===== src/rtl/vc_xbus_pkg.sv =====
// Shared types and helpers for the vc byte-serial memory bridge.
// Combinational only; no flow control.
package vc_xbus_pkg;

    typedef enum logic [1:0] {IDLE, ADDR, DATA, DONE} state_t;

    localparam int MAX_NL = 4;

    function automatic int nl_of(input int rv);
        return rv / 8;
    endfunction

    function automatic int lb_of(input int rv);
        return (rv == 16) ? 1 : 2;
    endfunction

    // Lowest set lane at or above cur; 4 means no lane left.
    function automatic logic [2:0] next_lane(input logic [MAX_NL-1:0] mask, input logic [2:0] cur);
        logic [2:0] res;
        res = 3'd4;
        for (int i = MAX_NL - 1; i >= 0; i--) begin
            if (mask[i] && (3'(i) >= cur))
                res = 3'(i);
        end
        return res;
    endfunction

endpackage


===== src/rtl/vc_xbus_post_buf.sv =====
// One-entry posted-write holding register; loads in 1 cycle, load beats clear.
// No backpressure: the bridge only loads it when it is free or draining.
module vc_xbus_post_buf
    import vc_xbus_pkg::*;
#(
    parameter int AW = 16,
    parameter int NL = 4,
    parameter int RV = 32
) (
    input  logic          clk,
    input  logic          r_reset,
    input  logic          ena,
    input  logic          load,
    input  logic          clear,
    input  logic [AW-1:0] in_abytes,
    input  logic [NL-1:0] in_mask,
    input  logic [RV-1:0] in_data,
    output logic [AW-1:0] abytes,
    output logic [NL-1:0] mask,
    output logic [RV-1:0] data,
    output logic          vld
);

    always_ff @(posedge clk) begin
        if (r_reset) begin
            abytes <= '0;
            mask   <= '0;
            data   <= '0;
            vld    <= 1'b0;
        end else if (ena) begin
            if (load) begin
                abytes <= in_abytes;
                mask   <= in_mask;
                data   <= in_data;
                vld    <= 1'b1;
            end else if (clear) begin
                vld <= 1'b0;
            end
        end
    end

endmodule


===== src/rtl/vc_xbus_bridge.sv =====
// Byte-serial CPU-to-pin-bus bridge; latency ADDR_BYTES + k*(1 or 1+WAIT) + 1 cycles after accept.
// Requests wait (held by CPU) until IDLE; optional posted writes under VC_XBUS_POST_EN.
module vc_xbus_bridge
    import vc_xbus_pkg::*;
#(
    parameter int RV = 32,
    parameter int ADDR_BYTES = 2,
    parameter int WAIT = 0,
    localparam int NL = nl_of(RV),
    localparam int LB = lb_of(RV)
) (
    input  logic                  clk,
    input  logic                  r_reset,
    input  logic                  ena,
    input  logic [RV-1:LB]        raddr,
    input  logic [NL-1:0]         rmask,
    output logic [RV-1:0]         rdata,
    output logic                  rdone,
    input  logic [RV-1:LB]        waddr,
    input  logic [NL-1:0]         wmask,
    input  logic [RV-1:0]         wdata,
    output logic                  wdone,
    output logic [7:0]            bus_out,
    input  logic [7:0]            bus_in,
    output logic [ADDR_BYTES-1:0] lat,
    output logic                  wr,
    output logic                  rd,
    output logic [LB-1:0]         lane
);

    localparam int AW = ADDR_BYTES * 8;
    localparam logic [ADDR_BYTES-1:0] LAT_ONE = {{(ADDR_BYTES-1){1'b0}}, 1'b1};

    function automatic logic [AW-1:0] ext_addr(input logic [RV-1:LB] a);
        logic [RV+23:0] t;
        t = {24'b0, a, {LB{1'b0}}};
        return t[AW-1:0];
    endfunction

    state_t          state, n_state;
    logic [1:0]      ab_idx, n_ab_idx;
    logic [LB-1:0]   cur_lane, n_cur_lane;
    logic [2:0]      wcnt, n_wcnt;
    logic            q_wr, n_q_wr;
    logic [AW-1:0]   q_abytes;
    logic [NL-1:0]   q_mask;
    logic [RV-1:0]   q_data;

    logic [7:0]            n_bus_out;
    logic [ADDR_BYTES-1:0] n_lat;
    logic                  n_wr, n_rd, n_rdone, n_wdone;
    logic [LB-1:0]         n_lane;
    logic [RV-1:0]         n_rdata;

    logic            acc_ok, sel_wr, acc, q_load;
    logic [AW-1:0]   in_abytes;
    logic [AW-1:0]   act_abytes;
    logic [NL-1:0]   act_mask;
    logic [RV-1:0]   act_data;
    logic [MAX_NL-1:0] mask4;
    logic [2:0]      first_ln, nxt_ln;

    assign sel_wr    = |wmask;
    assign acc       = acc_ok && (sel_wr || (|rmask));
    assign in_abytes = ext_addr(sel_wr ? waddr : raddr);

`ifdef VC_XBUS_POST_EN
    logic [AW-1:0] b_abytes;
    logic [NL-1:0] b_mask;
    logic [RV-1:0] b_data;
    logic          buf_vld;

    // A posted write's DONE doubles as the drain point, so the next request goes straight to ADDR.
    assign acc_ok = (state == IDLE) || ((state == DONE) && buf_vld);
    assign q_load = acc && !sel_wr;

    vc_xbus_post_buf #(.AW(AW), .NL(NL), .RV(RV)) u_post_buf (
        .clk       (clk),
        .r_reset   (r_reset),
        .ena       (ena),
        .load      (acc && sel_wr),
        .clear     (state == DONE),
        .in_abytes (in_abytes),
        .in_mask   (wmask),
        .in_data   (wdata),
        .abytes    (b_abytes),
        .mask      (b_mask),
        .data      (b_data),
        .vld       (buf_vld)
    );

    assign act_abytes = q_wr ? b_abytes : q_abytes;
    assign act_mask   = q_wr ? b_mask   : q_mask;
    assign act_data   = q_wr ? b_data   : q_data;
`else
    assign acc_ok     = (state == IDLE);
    assign q_load     = acc;
    assign act_abytes = q_abytes;
    assign act_mask   = q_mask;
    assign act_data   = q_data;
`endif

    assign mask4    = MAX_NL'(act_mask);
    assign first_ln = next_lane(mask4, 3'd0);
    assign nxt_ln   = next_lane(mask4, 3'(cur_lane) + 3'd1);

    // Outputs are computed for the next cycle and registered alongside the state.
    always_comb begin
        n_state    = state;
        n_ab_idx   = ab_idx;
        n_cur_lane = cur_lane;
        n_wcnt     = wcnt;
        n_q_wr     = q_wr;
        n_bus_out  = 8'h00;
        n_lat      = '0;
        n_wr       = 1'b0;
        n_rd       = 1'b0;
        n_lane     = '0;
        n_rdone    = 1'b0;
        n_wdone    = 1'b0;
        n_rdata    = rdata;
        if (acc) begin
            n_state   = ADDR;
            n_q_wr    = sel_wr;
            n_ab_idx  = 2'(ADDR_BYTES - 1);
            n_bus_out = in_abytes[AW-1 -: 8];
            n_lat     = LAT_ONE << (ADDR_BYTES - 1);
            if (!sel_wr)
                n_rdata = '0;
`ifdef VC_XBUS_POST_EN
            n_wdone = sel_wr;
`endif
        end else begin
            case (state)
                ADDR: begin
                    if (ab_idx == 2'd0) begin
                        n_state    = DATA;
                        n_cur_lane = first_ln[LB-1:0];
                        n_lane     = first_ln[LB-1:0];
                        n_wcnt     = 3'd0;
                        n_wr       = q_wr;
                        n_rd       = !q_wr;
                        n_bus_out  = q_wr ? act_data[8*int'(first_ln) +: 8] : 8'h00;
                    end else begin
                        n_ab_idx  = ab_idx - 2'd1;
                        n_bus_out = act_abytes[8*int'(n_ab_idx) +: 8];
                        n_lat     = LAT_ONE << n_ab_idx;
                    end
                end
                DATA: begin
                    if (q_wr || (wcnt == 3'(WAIT))) begin
                        if (!q_wr)
                            n_rdata[8*int'(cur_lane) +: 8] = bus_in;
                        if (nxt_ln[2]) begin
                            n_state = DONE;
                            n_rdone = !q_wr;
`ifndef VC_XBUS_POST_EN
                            n_wdone = q_wr;
`endif
                        end else begin
                            n_cur_lane = nxt_ln[LB-1:0];
                            n_lane     = nxt_ln[LB-1:0];
                            n_wcnt     = 3'd0;
                            n_wr       = q_wr;
                            n_rd       = !q_wr;
                            n_bus_out  = q_wr ? act_data[8*int'(nxt_ln) +: 8] : 8'h00;
                        end
                    end else begin
                        n_wcnt = wcnt + 3'd1;
                        n_rd   = 1'b1;
                        n_lane = cur_lane;
                    end
                end
                DONE:    n_state = IDLE;
                default: n_state = IDLE;
            endcase
        end
    end

    always_ff @(posedge clk) begin
        if (r_reset) begin
            state    <= IDLE;
            ab_idx   <= 2'd0;
            cur_lane <= '0;
            wcnt     <= 3'd0;
            q_wr     <= 1'b0;
            q_abytes <= '0;
            q_mask   <= '0;
            q_data   <= '0;
            bus_out  <= 8'h00;
            lat      <= '0;
            wr       <= 1'b0;
            rd       <= 1'b0;
            lane     <= '0;
            rdone    <= 1'b0;
            wdone    <= 1'b0;
            rdata    <= '0;
        end else if (ena) begin
            state    <= n_state;
            ab_idx   <= n_ab_idx;
            cur_lane <= n_cur_lane;
            wcnt     <= n_wcnt;
            q_wr     <= n_q_wr;
            bus_out  <= n_bus_out;
            lat      <= n_lat;
            wr       <= n_wr;
            rd       <= n_rd;
            lane     <= n_lane;
            rdone    <= n_rdone;
            wdone    <= n_wdone;
            rdata    <= n_rdata;
            if (q_load) begin
                q_abytes <= in_abytes;
                q_mask   <= sel_wr ? wmask : rmask;
                q_data   <= wdata;
            end
        end
    end

endmodule

===== config.mk =====
export PLATFORM = sky130hd
export DESIGN_NAME = vc_xbus_bridge
export DESIGN_NICKNAME = d
export VERILOG_FILES = /design/src/rtl/vc_xbus_pkg.sv /design/src/rtl/vc_xbus_post_buf.sv /design/src/rtl/vc_xbus_bridge.sv
export SDC_FILE = /design/constraint.sdc
export NUM_CORES = 1
export LEC_CHECK = 0
export BUFFER_PORTS_ARGS = -buffer_cell sky130_fd_sc_hd__buf_4
export CAP_MARGIN = 15
export CORE_MARGIN = 2
export CORE_UTILIZATION = 52
export CTS_CLUSTER_DIAMETER = 50
export DETAILED_ROUTE_END_ITERATION = 12
export PLACE_DENSITY = 0.8
export SETUP_SLACK_MARGIN = 0.5
export SLEW_MARGIN = 20
export SYNTH_ARGS = -nofsm -noshare
export SYNTH_HDL_FRONTEND = slang
export SYNTH_HIERARCHICAL = 1
export SYNTH_SLANG_ARGS = --single-unit
export TNS_END_PERCENT = 20

===== constraint.sdc =====
create_clock -name clk -period 2.5 [get_ports clk]
set_input_delay 0.375 -clock clk [delete_from_list [all_inputs] [get_ports clk]]
set_output_delay 0.375 -clock clk [all_outputs]
set_load 0.03 [all_outputs]

==> metrics.csv, run 1 <==
stage,metric,value,unit
synthesis,async_reset_ff_frac,0,
die,dieArea,11100,sq um
synthesis,yosysSeqAreaShare,0.404,
timing,finalCriticalPeriod,2.00,ns
route,wire_per_inst,16.3,um
finish,nNetsFinal,938,
die,placementRows,37,
grt,grt_overflow_total,0,
worst_setup_path,regToRegStartpoint,cur_lane[1],
finish,layout-drive-gt1-share,0.274,
route,routed_via_density,5.82,
synthesis,avgSynthCellArea,7.75,sq um
flow_run,drv_cap,0,
placement,dpl_cell_area,6490,sq um
route,drc,0,
worst_setup_path,critPathBufInv,2,
synthesis,ys_warn_count,6,
placement,pre_cts_ws,0.203,ns
grt,track_usage,0.272,
die,die_w,105,um
worst_setup_path,cpPeakStageDelay,0.41,ns
worst_setup_path,crit_slowest_cell,dfxtp_4,
worst_setup_path,r2r-end,wcnt[2],
grt,grt_max_degree,45,
grt,grt_pass1_vias,5272,
timing,fin_skew,0.0149,ns
worst_setup_path,start_kind,register,
synthesis,synth_ff_type,dfxtp_1,
die,die_h,105,um
placement,routabilityCongestion,0.919,
clock_network,cts_hold_buf,0,
finish,final_core_util,0.682,
worst_setup_path,worst_path_dominant_cell_family,compound AO/OA/AOI/OAI gates,
min_path,hold_end,act_data[11],
timing,tightest_slew,0.655,ns
die,start_util,0.528,
clock_network,clk-insertion-delay-late,0.37,ns
timing,timing.setup.tns,0,ns
clock_network,clockBufferDepth,2,
route,first_iter_violations,343,
synthesis,yosysTopAreaCell,dfxtp_1,
power_and_ir_drop,p_per_area,551,nW/um^2
worst_setup_path,cp_max_fo,6,
timing,maxSlewViolCount,0,
synthesis,synth.top_cells.by_count,"152 x nand2_1, 108 x dfxtp_1, 73 x a21oi_1",
timing,rsz0062_at_grt,true,
die,io_pins,159,
synthesis,synthMostInstantiatedCell,nand2_1,
clock_network,cts_buffers,9,
min_path,holdPathStages,3,
grt,grt_pass1_wl,24700,um
placement,io_buffer_count,126,
worst_setup_path,arrival,2.32,ns
min_path,min_from,wdata[11],
timing,worst_slack,0.496,ns
timing,max_freq,0.499,GHz
synthesis,syn_inst,690,
route,first_pass_iters,5,
worst_setup_path,critPathRequiredTime,2.82,ns
clock_network,cts_tree,built,
worst_setup_path,setup.worst_path.end_class,register,
clock_network,clock_sinks,108,
synthesis,ys_types,66,
synthesis,syn_area,5350,sq um
synthesis,syn_nets,815,
synthesis,synth_edf_count,0,
finish,design_area,6910,sq um
timing,hold_viol_final,0,
worst_setup_path,worst-r2r-setup-slack,0.50,ns
route,postRouteAntennaNets,0,
clock_network,clk_pin_slew,0.11,ns
finish,diodes,0,
synthesis,ys_ff_latch,108,
timing,setup_violations,0,
outcome,status,completed,
power_and_ir_drop,leakagePower,0.00274,uW
synthesis,synth.area.top_cells,"dfxtp_1 40%, nand2_1 11%, a21oi_1 6.8%",
die,core-area,10100,sq um
worst_setup_path,cp_cell_sequence,inv_4 -> ha_4 -> and2_4 -> o21a_4 -> nor4b_4 -> buf_4 -> a211oi_4 -> a21bo_1 -> a21oi_1,
route,dr_total_vias,5556,
route,wirelength,15600,um
clock_network,htreeDepth,3,
timing,fin_crit_sh,0.802,
worst_setup_path,worstSetupPathType,register to register,
grt,antenna_found_initial,0,
min_path,min_path_type,input port to register,
placement,hpwl,11500,um
finish,area_growth_syn_to_layout,29.2,%
timing,max_slew_margin,0.563,
clock_network,cts-root-buf,clkbuf_8,
power_and_ir_drop,ir_worst_vdd,0.000273,V
synthesis,synth_top_cell_area_share,0.404,
worst_setup_path,ff2ff_path_depth,9,
[metal layers]
| layer | share of wire | global-route usage | routed length [um] |
|---|---|---|---|
| met1 | 0.41 | 0.340 | 6370 |
| met2 | 0.50 | 0.472 | 7760 |
| met3 | 0.060 | 0.0315 | 935 |
| met4 | 0.033 | 0.119 | 513 |
| met5 | 0 | 0 | 0 |
[kinds of logic (layout without fill, tap and decap cells)]
kind of cell / after synthesis / after routing / synth area share
DFF: 108 / 108 / 0.404
buffers and inverters: 66 / 194 / 0.0484
and+or+nand+nor: 287 / 287 / 0.243
muxes: 10 / 10 / 0.0194
adders and majority gates: 14 / 14 / 0.0327
xor gates and xnor gates: 1 / 1 / 0.00164
AOI/OAI and AO/OA: 204 / 204 / 0.250
[cell type report]
| type | instances | area (sq um) |
|---|---|---|
| clock buffer | 11 | 151 |
| clock inverter | 5 | 42.5 |
| fill | 862 | 3230 |
| inverter | 22 | 87.6 |
| multi-input combinational | 516 | 3090 |
| sequential | 108 | 2170 |
| tap | 136 | 170 |
| timing repair buffer | 156 | 1200 |
[registers in the layout, summed over array words and instances (netlist names)]
name	cells
act_data	32
q_wr	1
wdone	1
wcnt	3
state	2
wr	1
rdone	1
rd	1
bus_out	8
act_mask	4
lat	2
rdata	32
cur_lane	2
act_abytes	14
lane	2
ab_idx	2
[per-stage QoR]
stage / std cells / total power, uW / hold WS, ns
floorplan: 690 / 2430 / 0.436
finish: 954 / 3810 / 0.240
global route: 954 / 3990 / 0.236
global placement: 928 / 2710 / 0.436
CTS: 947 / 3780 / 0.227
detailed placement: 928 / 2740 / 0.440
[worst max-delay path by stage]
stage | startpoint | endpoint | slack (ns) | cells after the start
CTS | cur_lane[1] | wcnt[2] | 0.41 | 9
global route | state[0] | bus_out[5] | 0.42 | 8
finish | cur_lane[1] | wcnt[2] | 0.50 | 9
detailed placement | wmask[0] | bus_out[6] | 0.20 | 7
global placement | wmask[0] | bus_out[0] | 0.25 | 7
floorplan | wmask[0] | rdata[2] | 0.48 | 8
[placed cells by master (no fill, tap or decap), types with 4 or more instances in the layout]
cell type and count:
a211oi_1 12, a21oi_1 69, a221oi_1 5, a22oi_1 11
a311oi_1 10, a32o_1 8, buf_4 154, clkbuf_8 11
dfxtp_1 105, ha_1 10, inv_1 20, mux2i_1 7
nand2_1 151, nand2b_1 6, nand3_1 4, nand4_1 6
nor2_1 66, nor3_1 13, o2111ai_1 4, o21ai_0 32
o21ai_1 9
[tightest hold or removal path: cells and delay by family]
| kind | cells | cell delay (ns) |
|---|---|---|
| AOI/OAI and AO/OA | 1 | 0.05 |
| and+or+nand+nor | 1 | 0.04 |
| buffers and inverters | 1 | 0.11 |
[where the power goes]
part           leakage, uW  switching, uW  total [uW]  internal [uW]
Clock            0.0000965            615        1040            428
Sequential        0.000883           77.8        1880           1800
Combinational      0.00176            525         886            361
[what timing repair did]
action / CTS / global route
pin swaps: 3 / 8
setup endpoints to repair: 27 / 68
setup buffers: 3 / 7
gates resized for setup: 14 / 30
Note: power is estimated with default switching activity, not from simulation.
==> inputs of run 2 (changes only) <==
Settings changed: ABC_AREA from default to 1, CORE_UTILIZATION 52 to 48, PLACE_DENSITY 0.8 to 0.77.
Clock period 2.5 ns to 1.66 ns, I/O delays scaled along.
==> run 2 against run 1 <==
Compared with the run above: the flow now finishes with violations (setup timing); clock skew decreased by 0.0084 ns; power increased by 150%; sequential cell count did not move; fmax increased by 1.5%; critical path type unchanged; largest power group is now combinational cells; highest routed layer unchanged.
==> metrics.csv, run 2 <==
stage,metric,value,unit
route,postRouteAntennaNets,0,
synthesis,ys_warn_count,6,
synthesis,synth.top_cells.by_count,"239 x nand2_1, 129 x nand3_1, 124 x nor2_1",
timing,rsz0062_at_grt,true,
route,routed_via_density,5.63,
worst_setup_path,worstSetupPathType,register to register,
worst_setup_path,setup.worst_path.end_class,register,
synthesis,async_reset_ff_frac,0,
power_and_ir_drop,ir_worst_vdd,0.000519,V
grt,grt_pass1_vias,6944,
synthesis,ys_types,28,
timing,tightest_slew,0.576,ns
flow_run,drv_cap,0,
power_and_ir_drop,p_per_area,999,nW/um^2
finish,nNetsFinal,1272,
die,die_h,116,um
synthesis,synth_ff_type,dfxtp_1,
worst_setup_path,start_kind,register,
timing,setup_violations,25,
clock_network,htreeDepth,3,
min_path,holdPathStages,3,
worst_setup_path,crit_slowest_cell,dfxtp_4,
route,wire_per_inst,17.0,um
timing,whs,0.101,ns
clock_network,cts-root-buf,clkbuf_16,
placement,routabilityCongestion,1.03,
clock_network,clk-insertion-delay-late,0.36,ns
clock_network,cts_tree,built,
finish,final_cell_mix,"196 x nand2_1, 191 x buf_4, 103 x nand3_1",
synthesis,synth_top_cell_area_share,0.360,
timing,hold_viol_final,0,
clock_network,clk_pin_slew,0.07,ns
timing,max_freq,0.506,GHz
synthesis,syn_inst,953,
placement,io_buffer_count,126,
synthesis,synthMostInstantiatedCell,nand2_1,
synthesis,ys_ff_latch,108,
route,routed.top_layer,met4,
worst_setup_path,worst-path-stages,11,
synthesis,yosysTopAreaCell,dfxtp_1,
finish,area_growth_syn_to_layout,56.1,%
timing,maxSlewViolCount,0,
grt,grt_max_degree,45,
synthesis,synth.area.top_cells,"dfxtp_1 36%, nand2_1 15%, nand3_1 11%",
worst_setup_path,ff2ff_path_depth,11,
power_and_ir_drop,leakagePower,0.00405,uW
synthesis,syn_nets,1078,
timing,fin_skew,0.00646,ns
outcome,violations,setup timing,
worst_setup_path,critPathBufInv,2,
timing,worst_slack,-0.315,ns
die,die_w,116,um
synthesis,avgSynthCellArea,6.30,sq um
timing,max_slew_margin,0.616,
synthesis,yosysSeqAreaShare,0.360,
clock_network,cts_buffers,9,
placement,placedCellCount,1276,
die,core-area,12100,sq um
worst_setup_path,cpPeakStageDelay,0.39,ns
die,dieArea,13400,sq um
worst_setup_path,worst_path_dominant_cell_family,simple AND/OR/NAND/NOR gates,
min_path,min_path_type,input port to register,
finish,final_cells,1320,
clock_network,cts_hold_buf,0,
finish,final_common_cell,nand2_1,
route,drc,0,
route,wl_met1,8740,um
finish,n_fill_cell,864,
outcome,status,"finished, violations left",
route,wl_met2,11100,um
timing,finalCriticalPeriod,1.97,ns
worst_setup_path,cp_cell_sequence,buf_6 -> ha_4 -> inv_4 -> nand2_4 -> a21oi_4 -> nand3_4 -> nor2_4 -> nand3b_1 -> nand2_1 -> o21ai_0 -> nor2_1,
grt,antenna_found_initial,0,
clock_network,clockBufferDepth,2,
route,met3_length,1740,um
placement,hpwl,13500,um
placement,dpl_cell_area,7740,sq um
route,dr_total_vias,7433,
synthesis,synth_edf_count,0,
finish,final_core_util,0.774,
route,first_pass_iters,8,
die,start_util,0.496,
timing,fin_crit_sh,1.19,
synthesis,syn_area,6000,sq um
grt,track_usage,0.318,
finish,design_area,9370,sq um
clock_network,clock_sinks,108,
grt,grt_pass1_wl,33700,um
timing,timing.setup.tns,-3.70,ns
worst_setup_path,critPathRequiredTime,1.91,ns
worst_setup_path,cp_max_fo,5,
finish,diodes,0,
route,wirelength,22500,um
worst_setup_path,arrival,2.23,ns
route,first_iter_violations,816,
die,io_pins,159,
die,placementRows,40,
finish,layout-drive-gt1-share,0.397,
grt,grt_overflow_total,0,
## run 2: layer usage
layer  up-vias  global-route usage
li1       3486                   -
met1      3458               0.391
met2       411               0.554
met3        78              0.0507
met4         0               0.129
met5         -                   0
## run 2: final timing paths
| kind | start | to | slack (ns) |
|---|---|---|---|
| worst max-delay path | cur_lane[0] | wcnt[1] | -0.31 |
| worst min-delay path | wdata[10] | act_data[10] | 0.10 |
| worst max register to register | cur_lane[0] | wcnt[1] | -0.31 |
| worst min register to register | act_abytes[12] | act_abytes[12] | 0.47 |
## run 2: cell type report
class,count,area (sq um),share of cell area
inverter,113,459,0.0490
clock inverter,7,50.0,0.00534
multi-input combinational,682,4180,0.446
clock buffer,9,225,0.0240
timing repair buffer,233,2070,0.221
sequential,108,2180,0.233
tap,168,210,0.0224
## run 2: what timing repair did
item	in CTS	in global routing
buffers inserted	18	7
gates resized for setup	250	62
pin swaps	173	101
gates cloned	3	0
setup endpoints to repair	110	116
## run 2: cells by family after synthesis
kind of cell / count (synthesis) / synth area share
AO/OA/AOI/OAI: 117 / 0.108
adder cells (fa/ha/maj): 14 / 0.0292
buffers and inverters: 164 / 0.106
flip-flops: 108 / 0.360
AND/OR/NAND/NOR: 550 / 0.396
## run 2: worst register-to-register path: stages, from the launching register on
cell,delay [ns]
dfxtp_4,0.39
buf_6,0.14
ha_4,0.16
inv_4,0.06
nand2_4,0.05
a21oi_4,0.19
nand3_4,0.16
nor2_4,0.18
nand3b_1,0.28
nand2_1,0.11
o21ai_0,0.10
nor2_1,0.06
## run 2: where the power goes
part | total, uW | switching [uW] | internal, uW | leakage [uW]
combinational | 4140 | 2420 | 1720 | 0.00303
clock | 2070 | 1040 | 1020 | 0.000128
sequential | 3150 | 274 | 2880 | 0.000887
## run 2: through the flow
step                total power, uW  worst slack [ns]
floorplan                      4970           -0.0918
global placement               6050            -0.253
detailed placement             6100            -0.286
CTS                            8960           -0.0811
global route                   9760            -0.398
finish                         9360            -0.315
==> inputs of run 3 (changes only) <==
Settings changed: CORE_UTILIZATION 48 to 58, PLACE_DENSITY 0.77 to 0.87, SETUP_SLACK_MARGIN 0.5 to 0.15.
Clock period 1.66 ns to 2.3 ns, I/O delays scaled along.
==> run 3 against run 2 <==
Compared with the run above: the run now ends clean; routed wire length shrank 27%; first-iteration DRC count decreased by 33%; design area shrank 20%; sequential share of layout area up 5.7 points; power decreased by 45%; worst hold slack improved by 0.090 ns; register-to-register slack better by 0.58 ns; via count decreased by 10%; critical path depth increased by 3; sequential cell count is the same; largest cell class unchanged.
==> metrics.csv, run 3 (synthesis results as in run 2) <==
stage,metric,value,unit
timing,maxSlewViolCount,0,
worst_setup_path,worstSetupPathType,register to register,
worst_setup_path,cp_max_fo,9,
finish,final_cell_mix,"234 x nand2_1, 152 x buf_4, 126 x nand3_1",
grt,antenna_found_initial,0,
timing,tightest_slew,0.809,ns
finish,diodes,0,
timing,timing.setup.tns,0,ns
placement,dpl_cell_area,7190,sq um
placement,io_buffer_count,126,
clock_network,cts_buffers,9,
finish,final_common_cell,nand2_1,
grt,grt_overflow_total,0,
worst_setup_path,setup.worst_path.end_class,register,
worst_setup_path,arrival,2.34,ns
worst_setup_path,critPathRequiredTime,2.60,ns
finish,layout-drive-gt1-share,0.189,
power_and_ir_drop,pwr-share-clk,0.205,
placement,hpwl,11700,um
grt,grt.met1_usage,0.397,
finish,n_fill_cell,838,
timing,finalCriticalPeriod,2.04,ns
flow_run,drv_cap,0,
power_and_ir_drop,combinationalPowerShare,0.364,
power_and_ir_drop,leakagePower,0.00346,uW
finish,seq_area,2170,sq um
worst_setup_path,start_kind,register,
clock_network,clk_pin_slew,0.11,ns
clock_network,clock_sinks,108,
power_and_ir_drop,finalPower,5180,uW
route,drc,0,
clock_network,cts_tree,built,
grt,grt_pass1_wl,27600,um
die,placementRows,37,
timing,fin_crit_sh,0.886,
min_path,min_path_type,input port to register,
die,core-area,10200,sq um
clock_network,cts-root-buf,clkbuf_8,
clock_network,cts_hold_buf,0,
route,postRouteAntennaNets,0,
timing,rsz0062_at_grt,true,
finish,multiInputGateArea,3300,sq um
timing,max_slew_margin,0.461,
route,first_pass_iters,8,
power_and_ir_drop,ir_worst_vdd,0.000383,V
clock_network,clk-insertion-delay-late,0.37,ns
die,io_pins,159,
finish,design_area,7470,sq um
grt,track_usage,0.300,
route,routed_via_density,5.49,
route,wirelength,16400,um
power_and_ir_drop,p_per_area,693,nW/um^2
grt,met3_usage,0.0501,
placement,routabilityCongestion,1.07,
finish,area_growth_syn_to_layout,24.4,%
die,die_w,106,um
finish,nNetsFinal,1197,
timing,max_freq,0.491,GHz
power_and_ir_drop,power_frac_seq,0.431,
route,dr_total_vias,6661,
finish,final_core_util,0.734,
power_and_ir_drop,power.share.switching,0.392,
power_and_ir_drop,switching_power,2030,uW
timing,whs,0.191,ns
route,first_iter_violations,546,
die,start_util,0.590,
route,wire_per_inst,13.6,um
timing,setup_violations,0,
grt,busiest_layer,met2,
clock_network,htreeDepth,3,
die,die_h,106,um
timing,hold_viol_final,0,
grt,use_met2,0.482,
die,dieArea,11200,sq um
power_and_ir_drop,p_int,3150,uW
clock_network,clockBufferDepth,2,
grt,grt_pass1_vias,6062,
timing,fin_skew,0.0143,ns
outcome,status,completed,
grt,grt_max_degree,55,
-- run 3: power by group through the flow --
stage                     registers [uW]  logic (uW)  clock network [uW]
final                               2230        1880                1060
after detailed placement            2260        1780                   0
after floorplan                     2320        1130                   0
after global placement              2260        1740                   0
after global routing                2250        2100                1140
after CTS                           2220        1800                1070
-- run 3: final cells by class --
cell class	count	area share
clock buffer	12	0.0181
clock inverter	4	0.00435
inverter	113	0.0568
multi-input combinational	682	0.442
sequential	108	0.290
tap	136	0.0228
timing repair buffer	158	0.166
-- run 3: final timing paths --
path	end	start	slack (ns)	depth (start not counted)
worst max-delay path	bus_out[3]	cur_lane[0]	0.26	14
worst min-delay path	act_data[4]	wdata[4]	0.19	3
worst max register to register	bus_out[3]	cur_lane[0]	0.26	14
worst min register to register	act_abytes[10]	act_abytes[10]	0.47	2
-- run 3: repair_timing --
| item | CTS | global route |
|---|---|---|
| gates resized for setup | 5 | 25 |
| setup buffers | 0 | 1 |
| pin swaps | 1 | 1 |
| setup endpoints to repair | 41 | 48 |
| cloned | 1 | 1 |
-- run 3: routing by layer --
layer / up-vias / routed length (um)
li1: 3328 / -
met1: 2927 / 6650
met2: 356 / 7600
met3: 50 / 1590
met4: 0 / 591
met5: - / 0
-- run 3: metrics by stage --
step	std cells	worst slack [ns]
3_5_place_dp	1194	-0.0728
2_1_floorplan	953	0.0477
3_3_place_gp	1194	0.00862
5_1_grt	1213	0.0819
6_report	1213	0.263
4_1_cts	1211	0.141
-- run 3: critical path, cell delays in order, from the launching register on --
cell     delay (ns)
dfxtp_4        0.38
buf_4          0.16
ha_1           0.21
inv_1          0.09
nand2_2        0.08
nand2_1        0.06
nand2_1        0.08
nand2_4        0.13
buf_4          0.18
nand3_1        0.08
nand3_1        0.10
nand3_1        0.15
nand2_1        0.10
nand2_1        0.06
a21oi_1        0.12
